File: src/rtl/obi_rr_arbiter.sv
// obi_rr_arbiter
//   Round-robin arbiter that merges NUM_REQ OBI requester ports onto a single
//   OBI master port. A FIFO records the requester index of every granted
//   transaction, so responses return to their issuers in issue order.
//
// Ports
//   clk_i, rst_i        clock, synchronous active-high reset
//   req_i / gnt_o       per-requester OBI request / grant
//   addr_i, we_i, be_i, wdata_i
//                       per-requester address-phase fields (packed, requester k
//                       at slice k)
//   rvalid_o, rdata_o   per-requester response valid, broadcast read data
//   m_*                 shared OBI master port
//   outstanding_o       number of in-flight transactions
//   err_o               sticky: a response arrived with nothing in flight
module obi_rr_arbiter #(
    parameter int NUM_REQ         = 4,
    parameter int MAX_OUTSTANDING = 4,
    parameter int IDX_W           = $clog2(NUM_REQ)
) (
    input  logic                                 clk_i,
    input  logic                                 rst_i,
    input  logic [NUM_REQ-1:0]                   req_i,
    output logic [NUM_REQ-1:0]                   gnt_o,
    input  logic [NUM_REQ*32-1:0]                addr_i,
    input  logic [NUM_REQ-1:0]                   we_i,
    input  logic [NUM_REQ*4-1:0]                 be_i,
    input  logic [NUM_REQ*32-1:0]                wdata_i,
    output logic [NUM_REQ-1:0]                   rvalid_o,
    output logic [31:0]                          rdata_o,
    output logic                                 m_req_o,
    input  logic                                 m_gnt_i,
    output logic [31:0]                          m_addr_o,
    output logic                                 m_we_o,
    output logic [3:0]                           m_be_o,
    output logic [31:0]                          m_wdata_o,
    input  logic                                 m_rvalid_i,
    input  logic [31:0]                          m_rdata_i,
    output logic [$clog2(MAX_OUTSTANDING+1)-1:0] outstanding_o,
    output logic                                 err_o
);

    localparam int PTR_W = $clog2(MAX_OUTSTANDING);
    localparam int CNT_W = $clog2(MAX_OUTSTANDING+1);
    localparam logic [IDX_W:0] NREQ_W = (IDX_W+1)'(NUM_REQ);

    logic [IDX_W-1:0]     r_rr_ptr;
    logic                 r_lock_v;
    logic [IDX_W-1:0]     r_lock_idx;
    logic [IDX_W-1:0]     r_fifo [MAX_OUTSTANDING];
    logic [PTR_W-1:0]     r_wptr;
    logic [PTR_W-1:0]     r_rptr;
    logic [CNT_W-1:0]     r_count;
    logic                 r_err;

    logic [2*NUM_REQ-1:0] w_req_dbl;
    logic [NUM_REQ-1:0]   w_req_rot;
    logic [IDX_W-1:0]     w_off;
    logic [IDX_W:0]       w_sum;
    logic [IDX_W-1:0]     w_rr_sel;
    logic [IDX_W-1:0]     w_sel;
    logic [IDX_W:0]       w_sel_p1;
    logic [IDX_W-1:0]     w_next_ptr;
    logic [IDX_W-1:0]     w_head;
    logic                 w_full;
    logic                 w_empty;
    logic                 w_push;
    logic                 w_pop;

    // Rotate the request vector so that bit 0 is the requester at rr_ptr;
    // the lowest set bit of the rotated vector is then the offset of the winner.
    assign w_req_dbl = {req_i, req_i} >> r_rr_ptr;
    assign w_req_rot = w_req_dbl[NUM_REQ-1:0];

    always_comb begin
        w_off = '0;
        for (int k = NUM_REQ-1; k >= 0; k--) begin
            if (w_req_rot[k]) w_off = IDX_W'(k);
        end
    end

    assign w_sum    = {1'b0, r_rr_ptr} + {1'b0, w_off};
    assign w_rr_sel = (w_sum >= NREQ_W) ? IDX_W'(w_sum - NREQ_W) : IDX_W'(w_sum);
    // A stalled request stays locked so the address phase cannot change
    // underneath the slave until it is granted.
    assign w_sel    = r_lock_v ? r_lock_idx : w_rr_sel;

    assign w_sel_p1   = {1'b0, w_sel} + 1'b1;
    assign w_next_ptr = (w_sel_p1 == NREQ_W) ? '0 : IDX_W'(w_sel_p1);

    assign w_full  = (r_count == CNT_W'(MAX_OUTSTANDING));
    assign w_empty = (r_count == '0);
    assign w_head  = r_fifo[r_rptr];

    // Fullness uses the registered count, so a same-cycle pop never unblocks.
    assign m_req_o = ((|req_i) | r_lock_v) & ~w_full;
    assign w_push  = m_req_o & m_gnt_i;
    assign w_pop   = m_rvalid_i & ~w_empty;

    always_comb begin
        m_addr_o  = '0;
        m_we_o    = 1'b0;
        m_be_o    = '0;
        m_wdata_o = '0;
        gnt_o     = '0;
        rvalid_o  = '0;
        for (int k = 0; k < NUM_REQ; k++) begin
            if (w_sel == IDX_W'(k)) begin
                m_addr_o  = addr_i[k*32 +: 32];
                m_we_o    = we_i[k];
                m_be_o    = be_i[k*4 +: 4];
                m_wdata_o = wdata_i[k*32 +: 32];
                gnt_o[k]  = w_push;
            end
            if (w_head == IDX_W'(k)) begin
                rvalid_o[k] = w_pop;
            end
        end
    end

    assign rdata_o       = m_rdata_i;
    assign outstanding_o = r_count;
    assign err_o         = r_err;

    always_ff @(posedge clk_i) begin
        if (rst_i) begin
            r_rr_ptr   <= '0;
            r_lock_v   <= 1'b0;
            r_lock_idx <= '0;
            r_wptr     <= '0;
            r_rptr     <= '0;
            r_count    <= '0;
            r_err      <= 1'b0;
        end else begin
            if (w_push) begin
                r_rr_ptr <= w_next_ptr;
                r_lock_v <= 1'b0;
                r_wptr   <= r_wptr + 1'b1;
            end else if (m_req_o) begin
                r_lock_v   <= 1'b1;
                r_lock_idx <= w_sel;
            end
            if (w_pop) begin
                r_rptr <= r_rptr + 1'b1;
            end
            if (m_rvalid_i && w_empty) begin
                r_err <= 1'b1;
            end
            case ({w_push, w_pop})
                2'b10:   r_count <= r_count + 1'b1;
                2'b01:   r_count <= r_count - 1'b1;
                default: r_count <= r_count;
            endcase
        end
    end

    // Storage needs no reset: entries are only read after being written.
    always_ff @(posedge clk_i) begin
        if (w_push) begin
            r_fifo[r_wptr] <= w_sel;
        end
    end

endmodule

File: config.mk
export PLATFORM = sky130hd
export DESIGN_NAME = obi_rr_arbiter
export DESIGN_NICKNAME = d
export VERILOG_FILES = /design/src/rtl/obi_rr_arbiter.sv
export SDC_FILE = /design/constraint.sdc
export NUM_CORES = 1
export LEC_CHECK = 0
export ABC_AREA = 1
export ABC_CLOCK_PERIOD_IN_PS = 2990
export CAP_MARGIN = 20
export CORE_AREA = 2 2 167 169
export CTS_BUF_LIST = sky130_fd_sc_hd__clkbuf_8
export DETAILED_ROUTE_END_ITERATION = 10
export DIE_AREA = 0 0 169 171
export MAX_ROUTING_LAYER = met4
export SLEW_MARGIN = 20
export SYNTH_ARGS = -nofsm -noshare
export SYNTH_HDL_FRONTEND = slang
export SYNTH_SLANG_ARGS = --single-unit
File: constraint.sdc
create_clock -name clk_i -period 2.99 [get_ports clk_i]
set_clock_uncertainty 0.2 [all_clocks]
set_input_delay 0.4485 -clock clk_i [delete_from_list [all_inputs] [get_ports clk_i]]
set_output_delay 0.4485 -clock clk_i [all_outputs]
set_load 0.02 [all_outputs]
==> results of run 1 <==
timing repair:
action / 4_1_cts / 5_1_grt
setup buffers: 38 / 43
resized for setup: 496 / 186
gates cloned: 11 / 16
hold buffers: 0 / 0
pin swaps: 18 / 44
endpoints found under the setup margin: 73 / 73
cell families after synthesis:
logic type               count (synthesis)  synth area share, %
AND/OR/NAND/NOR                        203                23.59
flip-flops                              23                16.07
adder cells (fa/ha/maj)                 11                4.315
XOR/XNOR                                 1               0.2605
AO/OA/AOI/OAI                          170                38.58
buffers and inverters                  113                17.19
synthesized netlist by cell type (all sizes together):
cell / number
nand2: 100
nor2: 87
o31ai: 70
a221oi: 69
buf: 47
inv: 34
clkbuf: 32
a21oi: 15
dfxtp: 15
nand3: 15
o21ai: 13
ha: 10
edfxtp: 8
a211oi: 1
a21boi: 1
a32oi: 1
fa: 1
nand4: 1
xor2: 1
routing by layer:
metal and global-route usage, %:
met3 2.845, met1 18.90, met4 3.010, met5 -, met2 27.74
stage by stage:
step / worst slack [ps] / instance area [um^2]
after CTS: -944.5 / 9847
after global placement: -1667 / 8733
after detailed placement: -1625 / 8733
after floorplan: -458.1 / 4373
after global routing: -1089 / 11240
==> metrics, run 1 <==
status aborted with a tool error; failing step detailed routing (5_2_route); Err [ERROR DRT-0255] Maze Route cannot find path of net m_rdata_i[2] in worker of routeBox ( 144900 96600 ) ( 169000 144900 ).; syn avg cell area 6.455 um^2; clk buf depth 2; first-pass GRT wire length 34190 um; H-tree lvl count 1; largest area contributor in the netlist a221oi_1; WEP type output port; Seq/Total Area, Yosys 16.07%; top-level port count 430; largest net degree at the start of global routing a little over 40; flops & latches, synth 23; CTS buffer count 3; post-detail-place hpwl ~17000 um; post-placement cell count ~1200; Yosys top cell area share 17.97%; Gate Count Post-Synth approximately 520; row count just over 60; Initial Util between 10% and 20%; mapped cell area ~3400 um^2; grt ovf 0; initial antenna violation count 2; total track usage roughly 16%; count of cell types in the netlist 26; Die X approximately 170 um; Port Buffers 365; Worst Endpoint after GRT Repair m_wdata_o[6]; Die Span Y roughly 170 um; vias in the first global route 5887; synth top area cells a221oi_1, o31ai_1, nand2_1; syn nets approximately 850; routability cong. ~0.75; clock root cell clkbuf_8; yosys warns 0; CTS sink count 23
==> run 2, diff against run 1 <==
ABC_CLOCK_PERIOD_IN_PS = 3900   (was 2990)
CORE_AREA = 2 2 166 168   (was 2 2 167 169)
CTS_BUF_LIST = not set   (was sky130_fd_sc_hd__clkbuf_8)
DIE_AREA = 0 0 168 170   (was 0 0 169 171)
MAX_ROUTING_LAYER = not set   (was met4)
PLACE_DENSITY_LB_ADDON = 0.15   (was not set)
clock period = 3.9 ns   (was 2.99 ns; I/O delays follow)
==> metrics, run 2 <==
clock slew at reported path FFs around 60 ps; Worst-Skew Late Latency approximately 260 ps; minimum hold slack 255.4 ps; share of layout cells above drive strength 1 38.25%; commonest cells in the netlist nand2_1, nor2_1, o31ai_1; initial antenna violation count 3; XOR/XNOR Fraction of Synth Area less than 1%; Total Wirelength roughly 26000 um; Synth Flop Type dfxtp_1; Setup CP Type input pin to primary output; count of cell types in the netlist 26; row count 60; most common cell in the synthesized netlist nand2_1; post-route cell area approximately 9900 um^2; power density cells roughly 1200 nW/um^2; DRC Markers 0; crit start category input pin; largest family of logic cells by synthesized area compound AO/OA/AOI/OAI gates; Final #Nets 1243; CP endpoint kind primary output; CTS sink count 23; most common cell after layout, fill and taps aside clkdlybuf4s50_1; max reg flops 8; Achievable Freq between 200 and 300 MHz; Post-CTS Hold Fix Bufs 0; reg2reg path depth 12; leakage power between 3 and 4 nW; worst hold stages 2; Die X about 170 um; Area after DPL slightly below 8000 um^2; syn nets between 800 and 900; H-tree lvl count 1; mapped cell area between 3000 and 4000 um^2; Slew Viols, Final 0; drt first-iter violations 141; Worst Path Arrival about 3100 ps; ys async rst share 0%; endpoints failing setup 7; RSZ-0062 raised after global routing yes; launching point of the worst reg2reg path r_lock_v$_SDFFE_PP0N_; clk buf depth 2; violated checks negative setup slack; Post-synth EDFFs 8; complex-gate fraction of the synthesized area 38.58%; largest net degree at the start of global routing 32; CTS tree built; routed len/inst 20.78 um; peak supply drop 0.6891 mV; Most flops, register r_fifo; first-pass GRT wire length 34310 um; Required @ worst endpoint about 3100 ps; vias roughly 5400; reg-to-reg endpoint outstanding_o[2]$_SDFFE_PP0P_; max_slew headroom a little over two thirds; FF-to-FF setup slack 1330 ps; DIE AREA about 29000 um^2; largest area contributor in the netlist a221oi_1; final cell utilization of the core a little under two fifths; DRT Pass-1 Iters 6; Hold Violations, Final 0; syn avg cell area 6.455 um^2; flops & latches, synth 23; Hold Path Sink err_o$_SDFFE_PP0P_; most frequent cells in the layout clkdlybuf4s50_1, nand2_1, nor2_1; post-synthesis mux area share 0%; yosys warns 0; synth top area cells a221oi_1, o31ai_1, nand2_1; area grow syn2layout 194.0%; hold path start err_o$_SDFFE_PP0P_; fin crit share 100.8%; status complete, but fails checks; simple-gate share of the synthesized area between 20% and 30%; Core Area around 27000 um^2; Via density roughly 4.3; clock root cell clkbuf_16; ANT nets after route 0; Initial Util roughly 13%; post-placement cell count 1204; largest fanout on the critical path 7; setup TNS -102.0 ps; Gate Count Post-Synth approximately 520; Port Buffers around 370; CTS buffer count 3; max-cap violations 0; Adder-Cell Fraction of Synth Area between 4 and 5%; Yosys top cell area share about 18%; vias in the first global route 5570; Final Non-Filler Cells 1258; PnR worst setup slack -29.84 ps; Seq/Total Area, Yosys around 16%; routability cong. 0.8254; top-level port count between 400 and 500; pin slew with the least headroom to its limit 444.1 ps; Final min period slightly below 4000 ps; total track usage between 10% and 20%; grt ovf 0; Die Span Y 170 um; post-detail-place hpwl 18610 um; min-delay worst type register to register
[run 2: cell counts after synthesis]
No cell type changed its count.
[run 2: report_power, final]
part	total, W	switching, W	internal, W
registers	0.000381	0.0000515	0.000329
clock network	0.000222	0.0000830	0.000139
logic	0.0116	0.00584	0.00578
total	0.0122	0.00598	0.00625
[run 2: what timing repair did]
action                     4_1_cts  5_1_grt
cloned                           8       10
pin swaps                       26       39
setup endpoints to repair       73       73
setup buffers                   24       15
resized for setup              421      183
[run 2: how the worst max path moves through the flow]
stage,startpoint,end,slack [ps],depth (start not counted)
finish,req_i[1],m_wdata_o[24],-30,21
floorplan,req_i[1],m_addr_o[0],140,15
detailed placement,req_i[2],m_be_o[0],-920,20
global placement,req_i[1],m_addr_o[13],-950,19
global route,r_rr_ptr[0]$_SDFFE_PP0P_,m_addr_o[17],-250,21
CTS,r_rr_ptr[0]$_SDFFE_PP0P_,m_addr_o[13],-180,21
[run 2: cell type report]
cell class,count,area (um^2)
Fill cell,2782,16760
Timing Repair Buffer,469,5021
Multi-Input combinational cell,385,3662
Sequential cell,23,545.5
Tap cell,341,426.7
Inverter,34,150.1
Clock buffer,4,78.83
Antenna cell,2,5.005
[run 2: worst max-delay path, stage by stage]
cell       delay (ps)
buf_2             120
nand2_2            90
nand3_4            90
nand2_4            80
nand3_2            60
a21boi_2          130
ha_2              200
xor2_2            160
nand3_1            90
nand2_1            90
nand2_2            60
nand2_4           100
buf_6             110
inv_4              30
buf_6             110
ha_4              200
buf_12            160
buf_12            140
clkbuf_16         180
o31ai_4           210
buf_6             150
[run 2: stage by stage]
stage / setup WS (ps) / total power (W)
floorplan: 136.4 / 0.004767
global placement: -951.3 / 0.008756
detailed placement: -919.7 / 0.008706
CTS: -175.7 / 0.01009
global route: -251.0 / 0.01293
finish: -29.84 / 0.01223
[run 2: per-layer routing]
| layer | track usage [%] | vias up | share of wire (%) |
|---|---|---|---|
| li1 | - | 2661 | - |
| met1 | 18.18 | 2577 | 40 |
| met2 | 30.31 | 171 | 55 |
| met3 | 2.814 | 21 | 4.8 |
| met4 | 2.571 | 0 | 0.76 |
| met5 | 0 | - | 0 |
[run 2: logic make-up after synthesis]
logic type      count (synthesis)
flops                          23
xor+xnor                        1
simple gates                  203
buf+inv                       113
compound gates                170
fa+ha+maj                      11
(Power assumes the default switching activity.)
==> run 3, diff against run 2 <==
CTS_CLUSTER_DIAMETER = 30   (was not set)
==> results of run 3 <==
No change in the layout: final DEF, timing and power equal those of run 2.
==> variant 1 (config.mk and constraints of run 2) <==
Register the output `err_o` once more, without a reset; this adds one clock of latency there. The other outputs are not delayed to match.
--- a/src/rtl/obi_rr_arbiter.sv
+++ b/src/rtl/obi_rr_arbiter.sv
@@ -120,7 +120,9 @@
 
     assign rdata_o       = m_rdata_i;
     assign outstanding_o = r_count;
-    assign err_o         = r_err;
+    always_ff @(posedge clk_i) begin
+        err_o <= r_err;
+    end
 
     always_ff @(posedge clk_i) begin
         if (rst_i) begin
Function: changed (Yosys sat finds a counterexample within 4 cycles, from zero or initial values and one cycle with rst_i high).
==> variant 1 against run 2 <==
- sequential cell count increased by 1
- total power is 15% lower
- count of clock-buffer cells in the layout stayed put
- first-iteration DRC count increased by 38%
- final area shrank 8.0%
- area after synthesis is 6.1% higher
- setup slack better by 0.074 ns
- routed wire length fell by 11%
- largest cell class unchanged
==> variant 1: results (changes against run 2) <==
The transition time at the pin with the least slew margin came to 0.5499 ns (+0.1058 ns). The number of cells produced by synthesis came to 527 (+1.2%). The setup slack of the worst register-to-register path came to 1.48 ns (+0.15 ns). The total track usage came to 0.1451 (-0.01175).

The number of cells in the finished layout apart from fillers is 1,244 (-1.1%). The routability-driven placement congestion ratio was 0.7806 (-5.4%). The count of TritonRoute iterations in the first routing pass came out at 4 (-2).

The total length of routed wires came out at 23,220 µm (-11%). The post-layout net count is 1,228 (-1.2%). The DRC marker count from the first detailed-route iteration is 194 (+38%). The HPWL after detailed placement is 18,410 µm (-1.0%).

The worst hold slack after final layout was 0.1549 ns (-0.1006 ns). The number of nets in the synthesized netlist came to 854 (+0.71%). The run finished with clean final reports.

The largest fanout on the critical path was 20 (+13). The longest individual stage delay on the worst path is 0.36 ns (+0.15 ns). The worst endpoint data arrival time came out at 3.07 ns (-0.07 ns).

The instance area at placement is 8189 µm² (+3.0%). The ratio of routed vias to standard cells came out at 4.243 (-1.7%). The distinct cell type count of the synthesized netlist came out at 34 (+31%). The first-pass GRT wire length came out at 32,200 µm (-6.1%). The commonest cells after synthesis are nand2_1 (104), nor2_1 (86), o31ai_1 (60).

The number of global-route vias before repair is 5,340 (-4.1%). The largest net degree at the start of global routing came to 39 (+22%). The worst setup slack before clock tree synthesis is -0.9182 ns (+0.001518 ns).
variant 1: cell count changes after synthesis, moves of 7 or more:
cell | before | now
o31ai_1 | 70 | 60
o21ai_0 | 13 | 2
o31ai_2 | 0 | 10
nand2_2 | 1 | 8
a221oi_1 | 69 | 59
a221oi_2 | 0 | 10
variant 1: worst reg2reg max path, delay by kind of cell (launching register included):
family | cells | cell delay [ns]
buf+inv | 3 | 0.43
compound gates | 1 | 0.22
simple gates | 3 | 0.41
fa+ha+maj | 2 | 0.68
flops | 1 | 0.39
variant 1: path summary, 6_finish.rpt:
path	cells past startpoint	to	start
worst min-delay path	0	err_o$_DFF_P_	r_err$_SDFFE_PP0P_
worst max register to register	9	outstanding_o[1]$_SDFFE_PP0P_	outstanding_o[1]$_SDFFE_PP0P_
worst min register to register	0	err_o$_DFF_P_	r_err$_SDFFE_PP0P_
worst max-delay path	18	m_wdata_o[23]	req_i[3]
variant 1: cell type report:
| class | instances | area, µm² | area share |
|---|---|---|---|
| repair buffers | 449 | 4516 | 0.4963 |
| multi-input cells | 390 | 3366 | 0.3699 |
| flip-flops and latches | 24 | 565.5 | 0.06216 |
| well taps | 341 | 426.7 | 0.04689 |
| inverters | 33 | 138.9 | 0.01526 |
| clock buffers | 4 | 78.83 | 0.008663 |
| diodes | 3 | 7.507 | 0.0008251 |
variant 1: power by group:
| group | internal (mW) | total, mW | switching, mW |
|---|---|---|---|
| clock | 0.139 | 0.221 | 0.0813 |
| combinational | 4.66 | 9.72 | 5.06 |
| sequential | 0.346 | 0.400 | 0.0548 |
variant 1: cells by family after synthesis:
kind of cell	Yosys count	synth area share
AND/OR/NAND/NOR	219	0.2497
buffers and inverters	113	0.1663
adder cells (fa/ha/maj)	11	0.04069
XOR/XNOR	1	0.002456
flip-flops	24	0.1571
AO/OA/AOI/OAI	159	0.3837
variant 1: per-layer routing:
layer / vias to the layer above / part of all wire / global-route usage
li1: 2632 / - / -
met3: 34 / 0.055 / 0.02558
met2: 178 / 0.53 / 0.2681
met4: 0 / 0.018 / 0.03554
met1: 2434 / 0.40 / 0.1737
met5: - / 0 / 0
variant 1: timing repair:
action,in CTS,in global routing
resized for setup,378,115
pin swaps,21,24
endpoints found under the setup margin,72,72
hold buffers,0,0
setup buffers,10,8
gates cloned,2,3
==> variant 2 (settings of run 2) <==
Made on the original files. Set the parameter `MAX_OUTSTANDING` to 8 (it was 4).
--- a/src/rtl/obi_rr_arbiter.sv
+++ b/src/rtl/obi_rr_arbiter.sv
@@ -15,7 +15,7 @@
 //   err_o               sticky: a response arrived with nothing in flight
 module obi_rr_arbiter #(
     parameter int NUM_REQ         = 4,
-    parameter int MAX_OUTSTANDING = 4,
+    parameter int MAX_OUTSTANDING = 8,
     parameter int IDX_W           = $clog2(NUM_REQ)
 ) (
     input  logic                                 clk_i,
Ports: changed (resized outstanding_o); port bits go from 430 to 431. The function was not compared with the original's and may differ.
==> variant 2 against run 2 <==
- final cell count up 1.4%
- final area decreased by 8.2%
- sequential cell count is 12 higher
- routed wire length shrank 4.2%
- total power fell by 19%
- setup slack gained 0.082 ns
- highest routed layer unchanged
- largest cell class unchanged
- via count grew 4.7%
- area after synthesis up 20%
- largest power group unchanged
- register-to-register slack better by 0.08 ns
- critical endpoint is now m_addr_o[19]
==> variant 2: results (changes against run 2) <==
The H-tree depth came out at 2 (+1). The total track usage came out at 0.1585 (+0.001642). The setup fix buffers added after clock tree synthesis came out at 16 (-33%). The DRC marker count from the first detailed-route iteration is 182 (+29%). The post-synthesis compound-gate area fraction came out at 0.3678 (-0.01800).

The routed length on met3 is 1484 µm (+19%). By area the synthesized netlist is led by a221oi_1 (13%), edfxtp_1 (12%), o31ai_1 (11%). The net switching power of the design is 5.107 mW (-15%). The post-layout net count was 1,260 (+1.4%).

The total length of routed wires is 25,060 µm (-4.2%). The largest fanout on the critical path is 13 (+6). The total CTS buffers is 5 (+2). For this design, the slowest cell found on the critical path is dfxtp_4. The count of TritonRoute iterations in the first routing pass is 4 (-2).

The sum of met2 wire segment lengths after detailed routing is 12,970 µm (-9.2%). The largest net degree at the start of global routing came out at 45 (+41%). The longest individual stage delay on the worst path came out at 0.36 ns (+0.15 ns). The worst endpoint data arrival time came out at 3.06 ns (-0.08 ns). The run finished with clean final reports.

The sequential element share of the synthesized area is 0.2135 (+0.05282). The distinct cell type count of the synthesized netlist came out at 36 (+38%). The HPWL after detailed placement came out at 18,690 µm (+0.43%). The number of nets in the synthesized netlist came out at 898 (+5.9%). The post-synthesis adder-cell area fraction is 0.03600 (-0.007152). The met2 track utilization from global routing is 0.2954 (-0.007725). The reported leakage power came out at 3.493 nW (-7.5%). The met1 track demand over resource in global routing came out at 0.1845 (+0.002768). The length of routed wiring on met1 came out at 10,120 µm (-2.8%). The largest voltage drop on the vdd net came out at 0.0005360 V (-22%). The number of enable flip-flop cells after synthesis is 16 (+8). The overall via count from detail_route came out at 5,686 (+4.7%).

The number of flip-flops in the largest register came to 16 (+8). The routability-driven placement congestion ratio is 0.8206 (-0.58%). Counting instances in the post-synthesis netlist gives the leading cell types as nor2_1 (99), nand2_1 (98), a221oi_1 (59), o31ai_1 (59), buf_4 (34). The share of final-layout standard cells stronger than drive strength 1 came out at 0.2805 (-0.1020).
-- variant 2: through the flow --
step / std cells / cell area (µm²) / TNS (ns) / setup WS [ns]
after floorplan: 571 / 4031 / 0 / 0.1218
after global placement: 1240 / 8133 / -49.38 / -0.7773
after detailed placement: 1240 / 8133 / -47.39 / -0.7529
after CTS: 1270 / 8577 / -0.1802 / -0.09582
after global routing: 1275 / 9072 / -2.044 / -0.09879
final: 1276 / 9075 / 0 / 0.05228
-- variant 2: final timing paths --
path,to,start,cells after the start,slack (ns)
setup / recovery,m_addr_o[19],r_rr_ptr[0]$_SDFFE_PP0P_,19,0.05
hold / removal,err_o$_SDFFE_PP0P_,err_o$_SDFFE_PP0P_,2,0.25
hold reg to reg,err_o$_SDFFE_PP0P_,err_o$_SDFFE_PP0P_,2,0.25
setup reg to reg,outstanding_o[3]$_SDFFE_PP0P_,r_lock_v$_SDFFE_PP0N_,13,1.41
-- variant 2: power by group through the flow --
stage / clock network [mW] / logic [mW] / registers [mW]
final: 0.396 / 8.92 / 0.559
after global routing: 0.419 / 9.49 / 0.573
after CTS: 0.405 / 8.20 / 0.558
after detailed placement: 0 / 7.77 / 0.563
after global placement: 0 / 7.81 / 0.564
after floorplan: 0 / 4.09 / 0.567
-- variant 2: layout make-up --
cell class                 instances  area, µm²
clock inverter                     3      23.77
timing repair buffer             436       4340
inverter                          33      131.4
multi-input combinational        422       3159
tap                              341      426.7
clock buffer                       5      125.1
fill                            2784      17580
sequential                        35      865.8
antenna                            1      2.502
-- variant 2: worst min-delay path, cell delays in order, from the launching register on --
cell,delay (ns)
dfxtp_1,0.31
inv_1,0.05
a21oi_1,0.05
-- variant 2: kinds of logic after synthesis --
group	count (synthesis)
flops	35
fa+ha+maj	11
compound gates	184
xor+xnor	2
buf+inv	114
simple gates	225
